[src/rtl/local_bus_pkg.sv]
// Shared definitions for the local bus timeout watchdog: state encoding,
// default timing parameters and a small sizing helper.
package local_bus_pkg;

    // Default clocks allowed from TSn to termination before an error is forced.
    localparam int TIMEOUT_CLKS_DEF = 1023;

    // Default idle clocks enforced after a forced error.
    localparam int RECOVER_CLKS_DEF = 2;

    typedef enum logic [1:0] {
        IDLE    = 2'd0,
        WAIT    = 2'd1,
        ERR     = 2'd2,
        RECOVER = 2'd3
    } lbt_state_e;

    // Larger of two integers, used to size the shared cycle counter.
    function automatic int max_int(input int a, input int b);
        return (a > b) ? a : b;
    endfunction

endpackage

[src/rtl/local_bus_timeout_if.sv]
// Bus-side signal bundle for the timeout watchdog. The master modport is the
// Amiga/target side driving the bus, the slave modport is the watchdog.
interface local_bus_timeout_if;

    logic       TSn;
    logic       TACKn;
    logic       TEAn;
    logic [1:0] A_AMIGA;
    logic       TO_EN;
    logic       CNT_CLR;
    logic       TO_TEAn;
    logic       TO_BUSY;
    logic [7:0] TO_CNT;
    logic [1:0] TO_ADDR;

    modport master (
        output TSn, TACKn, TEAn, A_AMIGA, TO_EN, CNT_CLR,
        input  TO_TEAn, TO_BUSY, TO_CNT, TO_ADDR
    );

    modport slave (
        input  TSn, TACKn, TEAn, A_AMIGA, TO_EN, CNT_CLR,
        output TO_TEAn, TO_BUSY, TO_CNT, TO_ADDR
    );

endinterface

[src/rtl/lb_timeout_ctr.sv]
// Up-counter shared by the WAIT timeout and the RECOVER hold-off. Load clears
// it to zero, enable advances it, tc flags that the count equals limit.
module lb_timeout_ctr #(
    parameter int WIDTH = 10
) (
    input  logic             clk,
    input  logic             rst_n,
    input  logic             load,
    input  logic             en,
    input  logic [WIDTH-1:0] limit,
    output logic             tc
);

    logic [WIDTH-1:0] count_q;
    logic [WIDTH-1:0] count_d;

    // Next count: load has priority over enable; otherwise hold.
    always_comb begin
        count_d = count_q;
        if (load) begin
            count_d = '0;
        end else if (en) begin
            count_d = count_q + 1'b1;
        end
    end

    // Count register.
    always_ff @(posedge clk or negedge rst_n) begin
        if (!rst_n) begin
            count_q <= '0;
        end else begin
            count_q <= count_d;
        end
    end

    assign tc = (count_q == limit);

endmodule

[src/rtl/local_bus_timeout.sv]
// Local bus watchdog: opens a monitored cycle on TSn, and if neither TACKn
// nor TEAn arrives within TIMEOUT_CLKS clocks, drives a one-clock TO_TEAn,
// logs the cycle address and bumps a saturating fault counter, then holds
// off for RECOVER_CLKS clocks. TO_TEAn is ANDed with the target TEAn by the
// enclosing design before it reaches the sizing state machine.
module local_bus_timeout
    import local_bus_pkg::*;
#(
    parameter int TIMEOUT_CLKS = TIMEOUT_CLKS_DEF,
    parameter int RECOVER_CLKS = RECOVER_CLKS_DEF   // must be at least 1
) (
    input  logic                CLK40,
    input  logic                RESETn,
    local_bus_timeout_if.slave  bus
);

    // One counter serves both WAIT and RECOVER, so size it for the longer.
    localparam int CTR_W = $clog2(max_int(TIMEOUT_CLKS, RECOVER_CLKS) + 1);
    localparam logic [CTR_W-1:0] TO_LIMIT = CTR_W'(TIMEOUT_CLKS - 1);
    localparam logic [CTR_W-1:0] RC_LIMIT = CTR_W'(RECOVER_CLKS - 1);

    lbt_state_e state_q, state_d;
    logic [1:0] shadow_q, shadow_d;
    logic       to_tean_q, to_tean_d;
    logic       to_busy_q, to_busy_d;
    logic [7:0] to_cnt_q, to_cnt_d;
    logic [1:0] to_addr_q, to_addr_d;

    logic             ctr_load;
    logic             ctr_en;
    logic [CTR_W-1:0] ctr_limit;
    logic             ctr_tc;

    logic ts_seen;
    logic term_seen;

    assign ts_seen   = !bus.TSn;
    assign term_seen = !bus.TACKn || !bus.TEAn;

    lb_timeout_ctr #(
        .WIDTH (CTR_W)
    ) u_ctr (
        .clk   (CLK40),
        .rst_n (RESETn),
        .load  (ctr_load),
        .en    (ctr_en),
        .limit (ctr_limit),
        .tc    (ctr_tc)
    );

    // Next-state, counter control and output-register next values.
    always_comb begin
        state_d   = state_q;
        shadow_d  = shadow_q;
        to_cnt_d  = to_cnt_q;
        to_addr_d = to_addr_q;
        ctr_load  = 1'b0;
        ctr_en    = 1'b0;
        ctr_limit = TO_LIMIT;

        case (state_q)
            IDLE: begin
                if (ts_seen && bus.TO_EN) begin
                    state_d  = WAIT;
                    ctr_load = 1'b1;
                    shadow_d = bus.A_AMIGA;
                end
            end
            WAIT: begin
                // Priority: disable, then termination (beats the timeout on
                // the same clock), then restart on a fresh TSn, then timeout.
                if (!bus.TO_EN || term_seen) begin
                    state_d = IDLE;
                end else if (ts_seen) begin
                    ctr_load = 1'b1;
                    shadow_d = bus.A_AMIGA;
                end else if (ctr_tc) begin
                    state_d = ERR;
                end else begin
                    ctr_en = 1'b1;
                end
            end
            ERR: begin
                // Always runs to completion, even if TO_EN has dropped.
                state_d   = RECOVER;
                ctr_load  = 1'b1;
                to_addr_d = shadow_q;
                to_cnt_d  = (to_cnt_q == 8'hFF) ? to_cnt_q : to_cnt_q + 8'd1;
            end
            RECOVER: begin
                // TSn is deliberately ignored here.
                ctr_limit = RC_LIMIT;
                if (!bus.TO_EN || ctr_tc) begin
                    state_d = IDLE;
                end else begin
                    ctr_en = 1'b1;
                end
            end
            default: begin
                state_d = IDLE;
            end
        endcase

        // Clear beats a coincident ERR increment.
        if (bus.CNT_CLR) begin
            to_cnt_d = '0;
        end

        to_tean_d = (state_d != ERR);
        to_busy_d = (state_d != IDLE);
    end

    // State, shadow address and registered outputs.
    always_ff @(posedge CLK40 or negedge RESETn) begin
        if (!RESETn) begin
            state_q   <= IDLE;
            shadow_q  <= '0;
            to_tean_q <= 1'b1;
            to_busy_q <= 1'b0;
            to_cnt_q  <= '0;
            to_addr_q <= '0;
        end else begin
            state_q   <= state_d;
            shadow_q  <= shadow_d;
            to_tean_q <= to_tean_d;
            to_busy_q <= to_busy_d;
            to_cnt_q  <= to_cnt_d;
            to_addr_q <= to_addr_d;
        end
    end

    assign bus.TO_TEAn = to_tean_q;
    assign bus.TO_BUSY = to_busy_q;
    assign bus.TO_CNT  = to_cnt_q;
    assign bus.TO_ADDR = to_addr_q;

endmodule

[src/flat_wrapper.sv]
// flat-port wrapper written by rule: the top's interface ports become plain ports
module local_bus_timeout_flat import local_bus_pkg::*;
#(
    parameter int TIMEOUT_CLKS = TIMEOUT_CLKS_DEF,
    parameter int RECOVER_CLKS = RECOVER_CLKS_DEF                        
)
  (CLK40, RESETn, bus_TSn, bus_TACKn, bus_TEAn, bus_A_AMIGA, bus_TO_EN, bus_CNT_CLR, bus_TO_TEAn, bus_TO_BUSY, bus_TO_CNT, bus_TO_ADDR);
  local_bus_timeout_if bus_i ();
  input  logic CLK40;
  input  logic RESETn;
  input wire logic [$bits(bus_i.TSn)-1:0] bus_TSn;
  input wire logic [$bits(bus_i.TACKn)-1:0] bus_TACKn;
  input wire logic [$bits(bus_i.TEAn)-1:0] bus_TEAn;
  input wire logic [$bits(bus_i.A_AMIGA)-1:0] bus_A_AMIGA;
  input wire logic [$bits(bus_i.TO_EN)-1:0] bus_TO_EN;
  input wire logic [$bits(bus_i.CNT_CLR)-1:0] bus_CNT_CLR;
  output wire logic [$bits(bus_i.TO_TEAn)-1:0] bus_TO_TEAn;
  output wire logic [$bits(bus_i.TO_BUSY)-1:0] bus_TO_BUSY;
  output wire logic [$bits(bus_i.TO_CNT)-1:0] bus_TO_CNT;
  output wire logic [$bits(bus_i.TO_ADDR)-1:0] bus_TO_ADDR;
  assign bus_i.TSn = bus_TSn;
  assign bus_i.TACKn = bus_TACKn;
  assign bus_i.TEAn = bus_TEAn;
  assign bus_i.A_AMIGA = bus_A_AMIGA;
  assign bus_i.TO_EN = bus_TO_EN;
  assign bus_i.CNT_CLR = bus_CNT_CLR;
  assign bus_TO_TEAn = bus_i.TO_TEAn;
  assign bus_TO_BUSY = bus_i.TO_BUSY;
  assign bus_TO_CNT = bus_i.TO_CNT;
  assign bus_TO_ADDR = bus_i.TO_ADDR;
  local_bus_timeout #(.TIMEOUT_CLKS(TIMEOUT_CLKS), .RECOVER_CLKS(RECOVER_CLKS)) u_core (.CLK40(CLK40), .RESETn(RESETn), .bus(bus_i));
endmodule
[config.mk]
export PLATFORM = sky130hd
export DESIGN_NAME = local_bus_timeout_flat
export DESIGN_NICKNAME = d
export VERILOG_FILES = /design/src/rtl/local_bus_pkg.sv /design/src/rtl/local_bus_timeout_if.sv /design/src/rtl/lb_timeout_ctr.sv /design/src/rtl/local_bus_timeout.sv /design/src/flat_wrapper.sv
export SDC_FILE = /design/constraint.sdc
export NUM_CORES = 1
export LEC_CHECK = 0
export CAP_MARGIN = 0
export CORE_MARGIN = 2
export CORE_UTILIZATION = 50
export CTS_BUF_LIST = sky130_fd_sc_hd__clkbuf_8
export DETAILED_ROUTE_END_ITERATION = 16
export GPL_ROUTABILITY_DRIVEN = 0
export PLACE_DENSITY = 0.75
export SYNTH_ARGS = -nofsm -noshare
export SYNTH_HDL_FRONTEND = slang
export SYNTH_SLANG_ARGS = --single-unit
[constraint.sdc]
create_clock -name CLK40 -period 4.7 [get_ports CLK40]
set_clock_uncertainty 0.1 [all_clocks]
set_input_delay 0.47 -clock CLK40 [delete_from_list [all_inputs] [get_ports CLK40]]
set_output_delay 0.47 -clock CLK40 [all_outputs]
set_load 0.005 [all_outputs]
==> impl_metrics.yaml <==
outcome:
  outcome: "completed"
synth:
  synth-seq-cells: 26
  synthesis.nets: 139
  synth_flop_cell: "dfrtp_1"
  synth_enable_flop_cells: 0
  ys_seq_area_share_pct: 49.5
  ys.warnings.count: 0
  syn_inst: 128
  syn_area_per_cell_um2: 10.3
  ys_types: 41
  syn_area_um2: 1320
  async_flop_share_pct: 100
clock_tree:
  post_cts_resized: 0
  clock_latency_ps: 270
  cts.path.max_buffers: 2
  post_cts_buffers: 0
  htree_levels: 1
  hold_buffers: 0
  clk_pin_slew_worst_paths_ps: 90
  cts_tree: "built"
  numCtsBuffers: 3
  root_buffer: "clkbuf_8"
  cts_sinks: 26
drt:
  via_per_inst: 5.82
  drtIter0Drc: 37
  ant_nets: 0
  dr.pass1.iters: 4
  routed_wl_mm: 2.59
  route.detailed.drc: 0
  num_vias: 1041
  wl_per_cell_um: 14.5
sta:
  setup_viol: 0
  min_period_ps: 2220
  worst_slew_pin_slew_ps: 1110
  whs_ps: 414
  fmax_mhz: 450
  finalSetupTns_ps: 0
  relSlewSlack_pct: 25.6
  rsz0062_at_grt: "false"
  hold_viol: 0
  finalMaxSlewViolations: 0
  finalCritPeriodShare_pct: 47.3
die:
  ioPinCount: 21
  fp.coreArea_um2: 2480
  die_w_um: 55.3
  start_util_pct: 53.1
  die_h_um: 55.3
  dieArea_um2: 3060
  rows: 18
critical_path:
  reg2reg_depth: 5
  crit_required_ps: 4800
  critPathMaxFanout: 5
  critPathCaptureType: "flip-flop"
  crit_type: "input pin to flip-flop"
  crit_arrival_ps: 2320
  ff2ff_setup_slack_ps: 2670
  worstReg2RegStart: "u_core.u_ctr.count_q[6]"
  worst_setup_path_start_kind: "input pin"
  r2r-end: "u_core.state_q[1]"
pwr:
  peakVddDrop_mv: 0.197
  swShare_pct: 22.3
  leakage_nw: 0.657
  p_clk_share_pct: 33.0
  p_switching_w: 0.0000860
  p_int_w: 0.000300
  comb_power_share_pct: 6.9
  powerDensity_nw_per_um2: 244
  power_frac_seq_pct: 60.2
global_routing:
  grt_max_degree: 27
  track_usage_pct: 18.7
  antenna_found_initial: 0
  gr-total-overflow: 0
  grt_pass1_vias: 1074
  grt_pass1_wl_mm: 4.59
worst_hold_path:
  hold_path.class: "flip-flop to flip-flop"
  holdPathStages: 1
  min_to: "u_core.shadow_q[0]"
  min_from: "u_core.shadow_q[0]"
finish:
  antenna_cells: 0
  syn2layout_area_growth_pct: 20.1
  nets: 161
  drive_gt1_share_pct: 11.4
  n_fill_cell: 208
run:
  drv_cap: 0
place:
  hpwl_mm: 1.94
  portBuffers: 20
-- kinds of logic after synthesis --
kind of cell               after synthesis  share of synthesized area [%]
DFF                                     26                           49.5
xor gates and xnor gates                11                           7.32
muxes                                    6                           4.94
adders and majority gates                2                           1.90
AOI/OAI and AO/OA                       20                           10.2
and+or+nand+nor                         58                           24.1
buffers and inverters                    5                           2.00
-- cell usage in the layout (no fill, tap or decap), drive strengths merged, types with 2 or more instances in the layout --
cell	Yosys	layout
mux2i	2	2
clkbuf	0	3
ha	2	2
nand2	13	13
o21ai	4	4
a31o	2	2
nand4	4	4
xnor2	4	4
inv	2	3
nor2b	2	2
dfrtp	25	25
nor2	13	13
nand3	7	7
and4	2	2
or4	2	2
a21oi	5	5
xor2	7	7
clkdlybuf4s50	0	20
nor3	6	6
mux2	4	4
or3	3	3
-- layer usage --
layer	routed length [um]	global-route usage [%]
met5	0	0
met3	118	3.98
met2	1320	32.7
met1	1100	21.1
met4	55	10.1
-- state kept, by name (all words and copies together) (netlist names) --
| signal | flops |
|---|---|
| u_core.u_ctr.count_q | 10 |
| u_core.bus.TO_TEAn | 1 |
| u_core.state_q | 2 |
| u_core.bus.TO_BUSY | 1 |
| u_core.bus.TO_ADDR | 2 |
| u_core.shadow_q | 2 |
| u_core.bus.TO_CNT | 8 |
-- layout make-up --
| cell class | instances | area (um^2) | area share [%] |
|---|---|---|---|
| clock inverters | 1 | 3.75 | 0.238 |
| repair buffers | 20 | 200 | 12.7 |
| inverters | 2 | 7.51 | 0.475 |
| flip-flops and latches | 26 | 652 | 41.3 |
| well taps | 30 | 37.5 | 2.38 |
| multi-input cells | 97 | 638 | 40.4 |
| clock buffers | 3 | 41.3 | 2.61 |
-- critical path, cell delays in order --
cell	delay [ps]
clkdlybuf4s50_1	540
a31oi_1	140
or3b_1	390
a211o_2	320
or3_1	310
a21oi_1	140
-- stage by stage --
stage | setup slack [ps] | total power [W] | area, um^2 | std cells | utilization, %
global placement | 2260 | 0.000263 | 1540 | 175 | 62.0
floorplan | 2790 | 0.000248 | 1320 | 128 | -
CTS | 2500 | 0.000391 | 1580 | 179 | 63.8
finish | 2480 | 0.000386 | 1580 | 179 | 63.8
detailed placement | 2220 | 0.000264 | 1540 | 175 | 62.0
global route | 2430 | 0.000406 | 1580 | 179 | 63.8
-- power by group through the flow --
stage | sequential, W | combinational, W | clock, W
2_1_floorplan | 0.000235 | 0.0000130 | 0
3_3_place_gp | 0.000237 | 0.0000262 | 0
3_5_place_dp | 0.000237 | 0.0000270 | 0
4_1_cts | 0.000232 | 0.0000271 | 0.000131
5_1_grt | 0.000233 | 0.0000295 | 0.000143
6_report | 0.000232 | 0.0000265 | 0.000127
-- how the worst max path moves through the flow --
stage	end	cells past startpoint	slack, ps	startpoint
3_3_place_gp	u_core.u_ctr.count_q[8]	6	2260	bus_TEAn
2_1_floorplan	u_core.state_q[1]	5	2790	u_core.u_ctr.count_q[6]
3_5_place_dp	u_core.u_ctr.count_q[8]	6	2220	bus_TEAn
4_1_cts	u_core.u_ctr.count_q[8]	6	2500	bus_TEAn
6_report	u_core.u_ctr.count_q[8]	6	2480	bus_TEAn
5_1_grt	u_core.u_ctr.count_q[8]	6	2430	bus_TEAn
-- synthesized netlist by cell type, types with 3 or more instances --
master / instances / area (um^2)
nand4_1: 4 / 25.0
nand3_1: 7 / 35.0
or3_1: 3 / 18.8
nor3_1: 5 / 25.0
dfrtp_1: 25 / 626
o21ai_0: 4 / 20.0
a21oi_1: 4 / 20.0
xor2_1: 7 / 61.3
nor2_1: 13 / 48.8
xnor2_1: 4 / 35.0
nand2_1: 13 / 48.8
mux2_2: 4 / 45.0
(Power assumes the default switching activity.)
